`config.mk`:
```
export PLATFORM = sky130hd
export DESIGN_NAME = way_hit_profiler
export DESIGN_NICKNAME = d
export VERILOG_FILES = /design/src/rtl/way_hit_profiler_pkg.sv /design/src/rtl/way_hit_profiler_counter.sv /design/src/rtl/way_hit_profiler.sv
export SDC_FILE = /design/constraint.sdc
export NUM_CORES = 1
export LEC_CHECK = 0
export ABC_AREA = 1
export BUFFER_PORTS_ARGS = -buffer_cell sky130_fd_sc_hd__buf_2
export CAP_MARGIN = 20
export CORE_UTILIZATION = 30
export CTS_CLUSTER_SIZE = 16
export DETAILED_ROUTE_END_ITERATION = 8
export GPL_ROUTABILITY_DRIVEN = 0
export PLACE_DENSITY = 0.47
export SYNTH_ARGS = -nofsm -noshare
export SYNTH_HDL_FRONTEND = slang
export SYNTH_HIERARCHICAL = 1
export SYNTH_SLANG_ARGS = --single-unit
export TNS_END_PERCENT = 30
```
`constraint.sdc`:
```
create_clock -name clk_in -period 2.75 [get_ports clk_in]
set_clock_uncertainty 0.1 [all_clocks]
set_input_delay 0.55 -clock clk_in [delete_from_list [all_inputs] [get_ports clk_in]]
set_output_delay 0.55 -clock clk_in [all_outputs]
set_load 0.02 [all_outputs]
```
`src/rtl/way_hit_profiler_pkg.sv`:
```
// Constants shared by the way-hit profiler and the downstream way sorter, so
// that both sides always agree on count width, way count and sort latency.
package way_hit_profiler_pkg;

  localparam int unsigned SorterWayWidth = 4;
  localparam int unsigned SorterNumWay   = 16;
  localparam int unsigned SorterLatency  = 3;

endpackage

```
`src/rtl/way_hit_profiler_counter.sv`:
```
// One per-way saturating hit counter. count_next_o is the value after this
// cycle's increment (ignoring clear), so the top can snapshot it directly.
module way_hit_counter #(
  parameter int unsigned Width = 4
) (
  input  logic             clk_i,
  input  logic             reset_i,
  input  logic             inc_i,
  input  logic             clear_i,
  output logic [Width-1:0] count_next_o
);

  logic [Width-1:0] count_q, count_d;

  always_comb begin
    count_next_o = count_q;
    if (inc_i && !(&count_q)) begin
      count_next_o = count_q + Width'(1);
    end
    count_d = clear_i ? '0 : count_next_o;
  end

  always_ff @(posedge clk_i) begin
    if (reset_i) begin
      count_q <= '0;
    end else begin
      count_q <= count_d;
    end
  end

endmodule

```
`src/rtl/way_hit_profiler.sv`:
```
// Counts cache hits per way over fixed epochs of enabled cycles, then hands a
// snapshot of all counts to the sorter together with its valid timing.
module way_hit_profiler
  import way_hit_profiler_pkg::*;
#(
  parameter int unsigned SINGLE_WAY_WIDTH_IN_BITS = SorterWayWidth,
  parameter int unsigned NUM_WAY                  = SorterNumWay,
  parameter int unsigned EPOCH_CYCLES             = 1024,
  parameter int unsigned SORT_LATENCY             = SorterLatency
) (
  input  logic                                        clk_in,
  input  logic                                        reset_in,
  input  logic                                        access_valid_in,
  input  logic [$clog2(NUM_WAY)-1:0]                  access_way_in,
  input  logic                                        enable_in,
  input  logic                                        restart_in,
  output logic [SINGLE_WAY_WIDTH_IN_BITS*NUM_WAY-1:0] pre_sort_flatted_out,
  output logic                                        snapshot_valid_out,
  output logic                                        sorted_valid_out
);

  localparam int unsigned W       = SINGLE_WAY_WIDTH_IN_BITS;
  localparam int unsigned WayIdxW = $clog2(NUM_WAY);
  localparam int unsigned EpochW  = (EPOCH_CYCLES > 2) ? $clog2(EPOCH_CYCLES) : 1;
  localparam logic [EpochW-1:0] LastEpoch = EpochW'(EPOCH_CYCLES - 1);

  logic [EpochW-1:0]    epoch_q, epoch_d;
  logic [W*NUM_WAY-1:0] snapshot_q, snapshot_d;
  logic                 snapshot_valid_q;
  logic [SORT_LATENCY-1:0] sort_pipe_q, sort_pipe_d;

  logic                 terminal;
  logic                 hit_en;
  logic                 clear_counts;
  logic [W-1:0]         way_next [NUM_WAY];

  // Restart outranks the terminal cycle, so a restarted epoch never snapshots.
  assign terminal     = enable_in && !restart_in && (epoch_q == LastEpoch);
  assign hit_en       = access_valid_in && enable_in;
  assign clear_counts = restart_in || terminal;

  for (genvar g = 0; g < NUM_WAY; g++) begin : g_way
    way_hit_counter #(
      .Width(W)
    ) u_way_hit_counter (
      .clk_i       (clk_in),
      .reset_i     (reset_in),
      .inc_i       (hit_en && (access_way_in == WayIdxW'(g))),
      .clear_i     (clear_counts),
      .count_next_o(way_next[g])
    );
  end

  always_comb begin
    epoch_d = epoch_q;
    if (restart_in || terminal) begin
      epoch_d = '0;
    end else if (enable_in) begin
      epoch_d = epoch_q + EpochW'(1);
    end
  end

  always_comb begin
    snapshot_d = snapshot_q;
    if (terminal) begin
      for (int i = 0; i < NUM_WAY; i++) begin
        snapshot_d[i*W +: W] = way_next[i];
      end
    end
  end

  // Valid delay line models the sorter's register stages; it ignores enable.
  always_comb begin
    sort_pipe_d    = sort_pipe_q;
    sort_pipe_d[0] = snapshot_valid_q;
    for (int i = 1; i < SORT_LATENCY; i++) begin
      sort_pipe_d[i] = sort_pipe_q[i-1];
    end
  end

  always_ff @(posedge clk_in) begin
    if (reset_in) begin
      epoch_q          <= '0;
      snapshot_q       <= '0;
      snapshot_valid_q <= 1'b0;
      sort_pipe_q      <= '0;
    end else begin
      epoch_q          <= epoch_d;
      snapshot_q       <= snapshot_d;
      snapshot_valid_q <= terminal;
      sort_pipe_q      <= sort_pipe_d;
    end
  end

  assign pre_sort_flatted_out = snapshot_q;
  assign snapshot_valid_out   = snapshot_valid_q;
  assign sorted_valid_out     = sort_pipe_q[SORT_LATENCY-1];

endmodule

```
Word level (Yosys, flattened, before mapping):

Cells that the tools add are included.
W data, S select, Z words.

* RAM bits: 0
* latch bits: 0
* register bits after elaboration: 142
* memories kept: 0
* bits of input ports: 9
* ROM bits: 0
* word-level logic and storage cells: 140
* output and inout bits: 66

* mux-type cells: 16
* $add $sub $neg: 17
* reductions and logical operators: 71
* $lt $le $gt $ge: 0
* shifts and indexed selects: 0
* divide/modulo/power cells: 0
* $mul: 0
* equal/unequal tests: 16
* bitwise operators: 0

Operators with widths (count)
* $add A4 B1 Y4 const B: 16
* $mux W4: 16
* $reduce_and A4 Y1: 16
* $logic_and A1 B1 Y1: 35
* $eq A4 B4 Y1 const B: 8
* $logic_not A1 Y1: 17
* $eq A4 B3 Y1 const B: 4
* $add A10 B1 Y10 const B: 1
* $eq A10 B10 Y1 const B: 1
* $eq A4 B2 Y1 const B: 2
* $eq A4 B1 Y1 const B: 1
* $logic_not A4 Y1: 1
* $reduce_or A2 Y1: 1
* $logic_or A1 B1 Y1: 1

Longest topological paths before layout:

Gate-level depths: netlist (run 1).

* word-level depth: 5
* mapped depth: 12
* gate-level depth less buffers: 11

Cells and area by module:

The synthesis (run 1) kept the hierarchy.

By module, submodules not included
* way_hit_profiler: times used 1, sequential area each 1561.5 um^2, cells an instance 471, area an instance 3495.9 um^2
* way_hit_counter: times used 16, sequential area each 80.1 um^2, cells an instance 31, area an instance 215.2 um^2

Least setup slack after synthesis (run 1):

OpenSTA, ideal clock, no wires.

* kind: input -> register
* start point: input enable_in
* end point: register snapshot_q[5], in the netlist pre_sort_flatted_out[5]
* data required time: 2.537 ns
* buffers on the path: 1
* arrival time: 1.780 ns
* setup time: 0.113 ns
* slack: 0.757 ns
* stages: 11
* path through: buf_4 -> nand2_1 -> inv_1 -> nand3_1 -> nor2_1 -> nand2_2 -> o21ai_0 -> inv_1 -> nand3b_1 -> nand2_1 -> nor2_1

RTL lines
* start, declared: RTL line way_hit_profiler.sv:15 `input logic enable_in,`
* end signal, assigned: RTL line way_hit_profiler.sv:89 `snapshot_q <= snapshot_d;`
* end, declared: RTL line way_hit_profiler.sv:28 `logic [W*NUM_WAY-1:0] snapshot_q, snapshot_d;`

==> key figures, run 1 <==
STA
  – Fmax achieved: 490 MHz
  – Crit path time final: approximately 2.0 ns
  – RSZ-0062 raised after global routing: false
  – Max-slew violations: 0
  – Final Hold Viols: 0
  – Relative slew slack: around 65%
  – Worst-Margin Slew: 0.530 ns
  – Setup TNS: 0 ns
  – Final Cycle Share: approximately 74%
  – Final setup fails: 0

Finish
  – Share of layout cells above drive strength 1: 17.7%
  – Nets: roughly 1100
  – Post-layout util: between 30% and 40%
  – Diodes inserted: 0
  – Non-filler cells, final: between 1000 and 1500
  – Area grow syn2layout: 17.3%

Placement
  – PortBufs: 74
  – DP Cell Count: between 1000 and 1500
  – DP HPWL: approximately 11 mm

Critical path
  – Critical Path End Type: flip-flop
  – CP Max Fanout: 9
  – Worst Setup Start Kind: input port
  – Crit path DAT: around 2.3 ns
  – Worst endpoint required time: approximately 3.0 ns
  – Crit Path Class: input port to flip-flop

Synthesis
  – Synth Register Bits: roughly 140
  – Post-synth top area share: roughly two fifths
  – Synth Cell Area: approximately 6900 sq um
  – Post-synthesis async set-or-reset flop share: 0%
  – Seq/Total Area, Yosys: 41.0%
  – Top cells by count, synth: nor2_1 (226), nand2_1 (173), dfxtp_1 (142)
  – Main area contributors after synthesis: dfxtp_1 (41%), nor2_1 (12%), nand2_1 (9.4%)
  – Syn nets: a little under 1000
  – Syn Inst Count: roughly 970
  – Yosys cell types: 26
  – Top FF cell, synth: dfxtp_1
  – Post-synth EDFFs: 0
  – Synth area leader: dfxtp_1
  – Synth Warn #: 6
  – Syn avg cell area: between 7 and 8 sq um
  – Most frequent cell after synthesis: nor2_1

Detailed routing
  – Initial DRC count: 271
  – DR vias: roughly 5800
  – Routed length per instance: around 11 um
  – Routed length on met1: 7.55 mm
  – DR pass1 iterations: 4
  – # DRC: 0
  – Met3 Routed Length: slightly above 700 um
  – WL met2: 6.84 mm
  – DRT Wirelength: around 15 mm
  – Top Metal Used: met5
  – DR vias/cell: roughly 4.3
  – Final ANT Viol Nets: 0

Global routing
  – Gr usage total: 13.8%
  – Largest net degree at the start of global routing: 65
  – Global-route wire length before repair: 26.0 mm
  – GRT overflow: 0
  – Vias in the first global route: about 5500
  – Initial antenna violation count: 2

Clock tree
  – Clk Latency, worst-skew pair: ~0.42 ns
  – H-tree depth: 4
  – Max Buffers Root-to-Sink: 2
  – Inserted Clock Buffers: 17
  – CTS tree: built
  – CTS root buf: clkbuf_16
  – Clock-pin slew on the worst setup and hold paths: 0.06 ns
  – Clk sinks: about 140
  – # resized after CTS: 0
  – Cts hold-fix bufs: 0
  – Setup bufs post-CTS: 0

Die
  – I/O pin cnt: 75
  – Die area: approximately 24000 sq um
  – Row count: 55
  – Core ar.: around 23000 sq um
  – Die Wd: ~150 um
  – Initial Util: 30.6%
  – Die Ht: 154 um

Power and ir drop
  – Pwr dens: around 570 nW/um^2
  – Peak VDD IR: around 0.36 mV
  – Leakage: 4.00 nW

Worst hold path
  – HP Class: flip-flop to flip-flop

Status
  – Status: complete, no violations

Flow run
  – Max-cap violations: 0
-- logic make-up (layout without fill, tap and decap cells) --
| family | Yosys count | count (layout) | synth area share (%) |
|---|---|---|---|
| and+or+nand+nor | 578 | 578 | 38.4 |
| buffers and inverters | 161 | 250 | 10.5 |
| DFF | 142 | 142 | 41.0 |
| AOI/OAI and AO/OA | 48 | 48 | 4.33 |
| xor gates and xnor gates | 20 | 20 | 2.52 |
| adders and majority gates | 17 | 17 | 3.07 |
| muxes | 1 | 1 | 0.144 |
-- flip-flops by register name (all words and copies together) (netlist names) --
| name | flops |
|---|---|
| g_way.u_way_hit_counter/count_q | 64 |
| pre_sort_flatted_out | 64 |
| epoch_q | 10 |
| sort_pipe_q | 3 |
| snapshot_valid_out | 1 |
-- through the flow --
step / setup slack, ns / hold slack, ns / instance area [sq um] / total power [mW]
CTS: 0.710 / 0.302 / 8140 / 4.70
floorplan: 0.757 / 0.288 / 6940 / 2.19
global placement: 0.280 / 0.290 / 7520 / 2.24
global route: 0.426 / 0.325 / 8140 / 4.79
finish: 0.711 / 0.300 / 8140 / 4.61
detailed placement: 0.260 / 0.293 / 7520 / 2.24
-- layout by cell type (no fill, tap or decap), types with 4 or more instances in the layout --
cell / n
a21o_2: 16
buf_2: 74
buf_4: 11
clkbuf_16: 17
clkbuf_8: 4
clkinvlp_4: 4
dfxtp_1: 142
ha_1: 17
inv_1: 131
nand2_1: 173
nand2_2: 16
nand3_1: 41
nand3b_1: 65
nand4_1: 18
nor2_1: 226
nor2_2: 16
o21ai_0: 32
or2_2: 16
xor2_1: 18
-- per-layer routing --
layer	GRT usage (%)	vias up
met1	17.4	2543
met4	5.52	4
met2	22.3	82
li1	-	3154
met3	3.61	22
met5	0	-
-- cell type report --
| type | instances | area [sq um] |
|---|---|---|
| clock buffers | 22 | 484 |
| clock inverters | 10 | 135 |
| fillers | 2448 | 14500 |
| inverters | 133 | 504 |
| multi-input cells | 664 | 3370 |
| flip-flops and latches | 142 | 2840 |
| well taps | 285 | 357 |
| repair buffers | 85 | 453 |
-- critical path, cell delays in order --
cell and delay (ns):
buf_2 0.20, nand2_1 0.17, inv_1 0.15, nand3_1 0.17, nor2_1 0.32, nand2_2 0.13
o21ai_0 0.24, inv_1 0.05, nand3b_1 0.15, nand2_1 0.08, nor2_1 0.04
-- worst paths after layout --
check                       from                  endpoint  slack [ns]  cells past startpoint
hold / removal    sort_pipe_q[0]            sort_pipe_q[1]        0.30                      2
setup / recovery       enable_in  pre_sort_flatted_out[10]        0.71                     11
hold reg to reg   sort_pipe_q[0]            sort_pipe_q[1]        0.30                      2
setup reg to reg      epoch_q[0]  pre_sort_flatted_out[52]        0.89                      7
-- report_power, final --
group          leakage, nW  internal (mW)  switching [mW]  total (mW)
logic                 2.56         0.0417          0.0857       0.127
clock network        0.294           1.52           0.899        2.42
registers             1.14           2.06         0.00286        2.06
Power figures use the tool's default switching activity.
==> inputs of run 2 (changes only) <==
Settings changed: PLACE_DENSITY 0.47 to 0.49.
Clock period 2.75 ns to 1.7 ns, I/O delays scaled along.
==> run 2 against run 1 <==
Effect of this change: global-route usage grew 0.43 points; non-clock buffer count grew 77; largest cell class unchanged; critical path depth shrank 2; count of clock-buffer cells in the layout is 2 lower.
==> key figures, run 2 (synthesized netlist as in run 1, its figures left out) <==
Status
  – Status: complete, no violations (unchanged)

Die
  – Die Ht: 154 um (unchanged)
  – Row count: 55 (unchanged)
  – I/O pin cnt: 75 (unchanged)
  – Die Wd: 154 um (unchanged)
  – Initial Util: 30.6% (unchanged)
  – Die area: 23700 sq um (unchanged)
  – Core ar.: 22600 sq um (unchanged)

Detailed routing
  – # DRC: 0 (unchanged)
  – Final ANT Viol Nets: 0 (unchanged)
  – DRT Wirelength: 15.9 mm (was 15.4 mm)
  – Routed length per instance: 11.3 um (was 11.4 um)
  – DR vias: 6052 (was 5805)
  – Initial DRC count: 274 (was 271)
  – DR vias/cell: 4.27 (was 4.33)
  – DR pass1 iterations: 4 (unchanged)

STA
  – Fmax achieved: 626 MHz
  – Final Cycle Share: 93.9%
  – Setup TNS: 0 ns (unchanged)
  – Worst-Margin Slew: 0.335 ns (was 0.530 ns)
  – Worst hold margin: 0.202 ns (was 0.300 ns)
  – Final setup fails: 0 (unchanged)
  – Max-slew violations: 0 (unchanged)
  – Crit path time final: between 1.5 and 2 ns
  – Relative slew slack: 77.6% (was 64.6%)
  – RSZ-0062 raised after global routing: false (unchanged)
  – Final Hold Viols: 0 (unchanged)

Finish
  – Area grow syn2layout: 29.4% (was 17.3%)
  – Fillers: 2393 (was 2448)
  – Most frequent cells in the layout: nor2_1 (214), nand2_1 (172), dfxtp_1 (141), inv_1 (130), buf_2 (74) (was nor2_1 (226), nand2_1 (173), dfxtp_1 (142), inv_1 (131), buf_2 (74))
  – Commonest non-fill, non-tap cell in the layout: nor2_1 (unchanged)
  – Nets: 1146 (was 1069)
  – Register area: 2840 sq um (about the same)
  – Share of layout cells above drive strength 1: 24.9% (was 17.7%)
  – Multi-input logic area: 3490 sq um (was 3370 sq um)
  – Diodes inserted: 0 (unchanged)
  – Final Cell Area: 8980 sq um (was 8140 sq um)

Clock tree
  – Clk Latency, worst-skew pair: 0.43 ns (was 0.42 ns)
  – CTS tree: built (unchanged)
  – Clk sinks: 142 (unchanged)
  – Inserted Clock Buffers: 17 (unchanged)
  – CTS root buf: clkbuf_16 (unchanged)
  – Cts hold-fix bufs: 0 (unchanged)
  – Max Buffers Root-to-Sink: 2 (unchanged)
  – H-tree depth: 4 (unchanged)
  – Clock-pin slew on the worst setup and hold paths: 0.06 ns (about the same)

Flow run
  – Max-cap violations: 0 (unchanged)

Power and ir drop
  – Pwr dens: 824 nW/um^2 (was 566 nW/um^2)
  – Peak VDD IR: 0.601 mV (was 0.360 mV)
  – Leakage: 4.38 nW (was 4.00 nW)
  – Tot Pwr: 7.40 mW (was 4.61 mW)

Worst hold path
  – Hold path cells: 4 (was 2)
  – HP Class: input port to flip-flop (was flip-flop to flip-flop)
  – Hold_sp: reset_in (was sort_pipe_q[0])

Critical path
  – Crit Path Class: flip-flop to flip-flop (was input port to flip-flop)
  – CP Max Fanout: 18 (was 9)
  – Crit path to: pre_sort_flatted_out[11] (was pre_sort_flatted_out[10])
  – RR Endpoint: pre_sort_flatted_out[11] (was pre_sort_flatted_out[52])
  – Crit path DAT: 1.86 ns (was 2.25 ns)
  – Worst r2r path cells: 9 (was 7)
  – Worst Setup Start Kind: flip-flop (was input port)
  – Critical Path End Type: flip-flop (unchanged)
  – Internal reg-to-reg setup slack: 0.10 ns (was 0.89 ns)
  – Critical path origin: epoch_q[1] (was enable_in)
  – Worst endpoint required time: 1.96 ns (was 2.96 ns)
  – R2r startpoint: epoch_q[1] (was epoch_q[0])

Placement
  – PortBufs: 74 (unchanged)
  – Post-place instance area: 8300 sq um (was 7520 sq um)
  – DP HPWL: 11.7 mm (was 10.8 mm)

Global routing
  – Vias in the first global route: 5663 (was 5477)
  – Global-route wire length before repair: 26.9 mm (was 26.0 mm)
  – Initial antenna violation count: 0 (was 2)
  – Largest net degree at the start of global routing: 37 (was 65)
  – Gr usage total: 14.2% (was 13.8%)
  – GRT overflow: 0 (unchanged)
run 2: changes by cell type in the layout (fill, tap and decap cells not counted), moves of 4 or more:
cell and delta:
buf_12 +10, nor2_2 +4, o21ai_1 +15, nor2_1 -12, nor2_4 +8, o21ai_0 -16
buf_4 +62
run 2: power breakdown:
group          internal (mW)  switching (mW)  total, mW
clock                   2.33            1.46       3.78
sequential              3.33         0.00407       3.34
combinational          0.111           0.162      0.273
run 2: layer usage:
metal / track usage [%] / share of wire [%]
met5: 0 / 0
met4: 5.00 / 1.1
met3: 3.49 / 2.8
met2: 22.9 / 44
met1: 18.4 / 52
run 2: metrics by stage:
step	instances	utilization (%)	worst slack, ns
after global placement	1384	36.7	-0.289
after floorplan	967	-	-0.0441
after detailed placement	1384	36.7	-0.292
after global routing	1416	39.7	0.00381
after CTS	1414	39.3	0.0199
final	1416	39.7	0.104
run 2: area by class of cell:
cell class                      count  share of cell area (%)
Clock inverter                     10                    1.56
Tap cell                          285                    3.97
Clock buffer                       20                    4.97
Inverter                          133                    5.70
Timing Repair Buffer              162                    13.3
Multi-Input combinational cell    664                    38.8
Sequential cell                   142                    31.7
run 2: worst min path at each step:
stage          slack (ns)                        to
6_report             0.20  pre_sort_flatted_out[41]
3_5_place_dp         0.29            sort_pipe_q[1]
2_1_floorplan        0.29            sort_pipe_q[1]
5_1_grt              0.23            sort_pipe_q[0]
3_3_place_gp         0.29            sort_pipe_q[1]
4_1_cts              0.20  pre_sort_flatted_out[41]
run 2: repair_timing:
action | 4_1_cts | 5_1_grt
setup endpoints to repair | 2 | 89
resized for setup | 1 | 21
buffers inserted | 0 | 1
endpoints found under the hold margin | 0 | 0
pin swaps | 0 | 2
cloned | 0 | 1
run 2: critical path, cell delays in order (launching register included):
cell and delay (ns):
dfxtp_1 0.34, ha_2 0.20, nand3_2 0.10, nor2_4 0.18, nand2_4 0.08, buf_12 0.14
clkinv_8 0.08, buf_12 0.16, nor2_1 0.05, nor2_1 0.09
==> inputs of run 3 (changes only) <==
Settings changed: CORE_UTILIZATION 30 to 35, PLACE_DENSITY 0.49 to 0.55.
==> run 3 against run 2 <==
Effect of this change: via count is 1.3% higher; sequential power hardly changed; critical endpoint is now pre_sort_flatted_out[17]; critical path depth did not move; highest routed layer unchanged; register-to-register slack improved by 0.02 ns; final cell count is 1.3% lower; largest cell class unchanged.
==> key figures, run 3 (synthesized netlist as in run 1, its figures left out) <==
Die
  – Row count: 51 (was 55)
  – Die Wd: 143 um (was 154 um)
  – Initial Util: 35.7% (was 30.6%)
  – Die area: 20400 sq um (was 23700 sq um)
  – Core ar.: 19500 sq um (was 22600 sq um)
  – Die Ht: 143 um (was 154 um)
  – I/O pin cnt: 75 (unchanged)

Detailed routing
  – DRT Wirelength: 16.1 mm (was 15.9 mm)
  – Final ANT Viol Nets: 0 (unchanged)
  – DR pass1 iterations: 4 (unchanged)
  – DR vias/cell: 4.39 (was 4.27)
  – Initial DRC count: 228 (was 274)
  – DR vias: 6131 (was 6052)
  – Routed length per instance: 11.5 um (was 11.3 um)
  – # DRC: 0 (unchanged)

Critical path
  – Worst endpoint required time: 1.96 ns (about the same)
  – Crit path DAT: 1.83 ns (was 1.86 ns)
  – CP Max Fanout: 11 (was 18)
  – Worst path cell trace: ha_4 > nand3_2 > nor2_4 > nand2_4 > buf_4 > clkinv_8 > clkbuf_16 > nor2_1 > nor2_1 (was ha_2 > nand3_2 > nor2_4 > nand2_4 > buf_12 > clkinv_8 > buf_12 > nor2_1 > nor2_1)
  – Slowest cell delay on critical path: 0.36 ns (was 0.34 ns)
  – CP max-delay cell: dfxtp_2 (was dfxtp_1)
  – Crit Path Class: flip-flop to flip-flop (unchanged)
  – Cell mode on critical path: nor2_1
  – Critical Path End Type: flip-flop (unchanged)
  – Worst Setup Start Kind: flip-flop (unchanged)

STA
  – Relative slew slack: 75.7% (was 77.6%)
  – RSZ-0062 raised after global routing: true (was false)
  – Final setup fails: 0 (unchanged)
  – Max-slew violations: 0 (unchanged)
  – Final Hold Viols: 0 (unchanged)
  – Final Cycle Share: 92.5% (was 93.9%)
  – Worst hold margin: 0.161 ns (was 0.202 ns)
  – Worst-Margin Slew: 0.363 ns (was 0.335 ns)
  – Crit path time final: 1.57 ns (was 1.60 ns)
  – Fmax achieved: 636 MHz (was 626 MHz)

Power and ir drop
  – Leakage: 4.43 nW (was 4.38 nW)
  – Int Power: 5.99 mW (was 5.77 mW)
  – Pwr dens: 841 nW/um^2 (was 824 nW/um^2)
  – P_sw: 1.59 mW (was 1.62 mW)
  – Gate power share: 3.5% (was 3.7%)
  – Peak VDD IR: 0.647 mV (was 0.601 mV)
  – Seq pwr share: 44.0% (was 45.1%)
  – Tot Pwr: 7.58 mW (was 7.40 mW)
  – Share of total power in the clock network: 52.5% (was 51.2%)
  – Net Sw Frac: 20.9% (was 21.9%)

Clock tree
  – Inserted Clock Buffers: 17 (unchanged)
  – Cts hold-fix bufs: 0 (unchanged)
  – CTS root buf: clkbuf_16 (unchanged)
  – Clock-pin slew on the worst setup and hold paths: 0.06 ns (about the same)
  – Max Buffers Root-to-Sink: 2 (unchanged)
  – Clk sinks: 142 (unchanged)
  – CTS tree: built (unchanged)
  – Clk Latency, worst-skew pair: 0.43 ns (about the same)
  – H-tree depth: 4 (unchanged)

Finish
  – Non-filler cells, final: 1398 (was 1416)
  – Post-layout util: 46.3% (was 39.7%)
  – Final Cell Area: 9010 sq um (was 8980 sq um)
  – Area grow syn2layout: 29.9% (was 29.4%)
  – Fillers: 2023 (was 2393)
  – Nets: 1147 (was 1146)
  – Share of layout cells above drive strength 1: 24.9% (about the same)
  – Commonest non-fill, non-tap cell in the layout: nor2_1 (unchanged)
  – Most frequent cells in the layout: nor2_1 (215), nand2_1 (173), dfxtp_1 (140), inv_1 (130), buf_4 (76) (was nor2_1 (214), nand2_1 (172), dfxtp_1 (141), inv_1 (130), buf_2 (74))

Worst hold path
  – HP Class: input port to flip-flop (unchanged)

Global routing
  – Global-route wire length before repair: 26.1 mm (was 26.9 mm)
  – Initial antenna violation count: 1 (was 0)
  – GRT overflow: 0 (unchanged)
  – Gr usage total: 16.4% (was 14.2%)
  – Vias in the first global route: 5638 (was 5663)
  – Largest net degree at the start of global routing: 48 (was 37)

Placement
  – Post-place instance area: 8220 sq um (was 8300 sq um)
  – DP Cell Count: 1362 (was 1384)
  – DP HPWL: 11.1 mm (was 11.7 mm)
  – PortBufs: 74 (unchanged)

Status
  – Status: complete, no violations (unchanged)

Flow run
  – Max-cap violations: 0 (unchanged)
-- run 3: worst paths after layout --
path | slack, ns | cells after the start | endpoint | startpoint
worst max-delay path | 0.13 | 9 | pre_sort_flatted_out[17] | epoch_q[1]
worst max register to register | 0.13 | 9 | pre_sort_flatted_out[17] | epoch_q[1]
worst min-delay path | 0.16 | 2 | snapshot_valid_out | reset_in
worst min register to register | 0.30 | 2 | sort_pipe_q[1] | sort_pipe_q[0]
-- run 3: stage by stage --
stage	setup WS [ns]	setup TNS, ns
finish	0.127	0
global route	-0.0255	-0.0266
CTS	0.0237	0
detailed placement	-0.221	-8.46
global placement	-0.210	-7.91
floorplan	-0.0441	-0.755
-- run 3: power groups by stage --
stage	Clock [mW]	Sequential, mW	Combinational, mW
4_1_cts	4.09	3.34	0.265
2_1_floorplan	0	3.41	0.155
3_5_place_dp	0	3.41	0.264
5_1_grt	4.22	3.34	0.294
6_report	3.98	3.34	0.262
3_3_place_gp	0	3.41	0.263
-- run 3: per-layer routing --
metal  global-route usage, %  vias up  share of wire [%]
li1                        -     3308                  -
met1                    19.7     2723                 49
met2                    28.1       79                 46
met3                    4.33       21                2.9
met4                    5.72        0                2.2
met5                       0        -                  0
-- run 3: timing repair --
item	CTS	global route
endpoints found under the hold margin	0	0
buffers inserted	0	0
resized for setup	0	10
endpoints found under the setup margin	0	120
-- run 3: final cells by class --
type / count / area [sq um] / area share, %
multi-input combinational: 664 / 3480 / 38.6
sequential: 142 / 2850 / 31.6
timing repair buffer: 163 / 1220 / 13.5
inverter: 133 / 512 / 5.68
clock buffer: 20 / 467 / 5.18
tap: 265 / 332 / 3.68
clock inverter: 10 / 160 / 1.78
antenna: 1 / 2.50 / 0.0278
-- run 3: critical path: cells and delay by family, from the launching register on --
family / cells / cell delay (ns)
simple gates: 5 / 0.47
buf+inv: 3 / 0.45
flops: 1 / 0.36
fa+ha+maj: 1 / 0.14
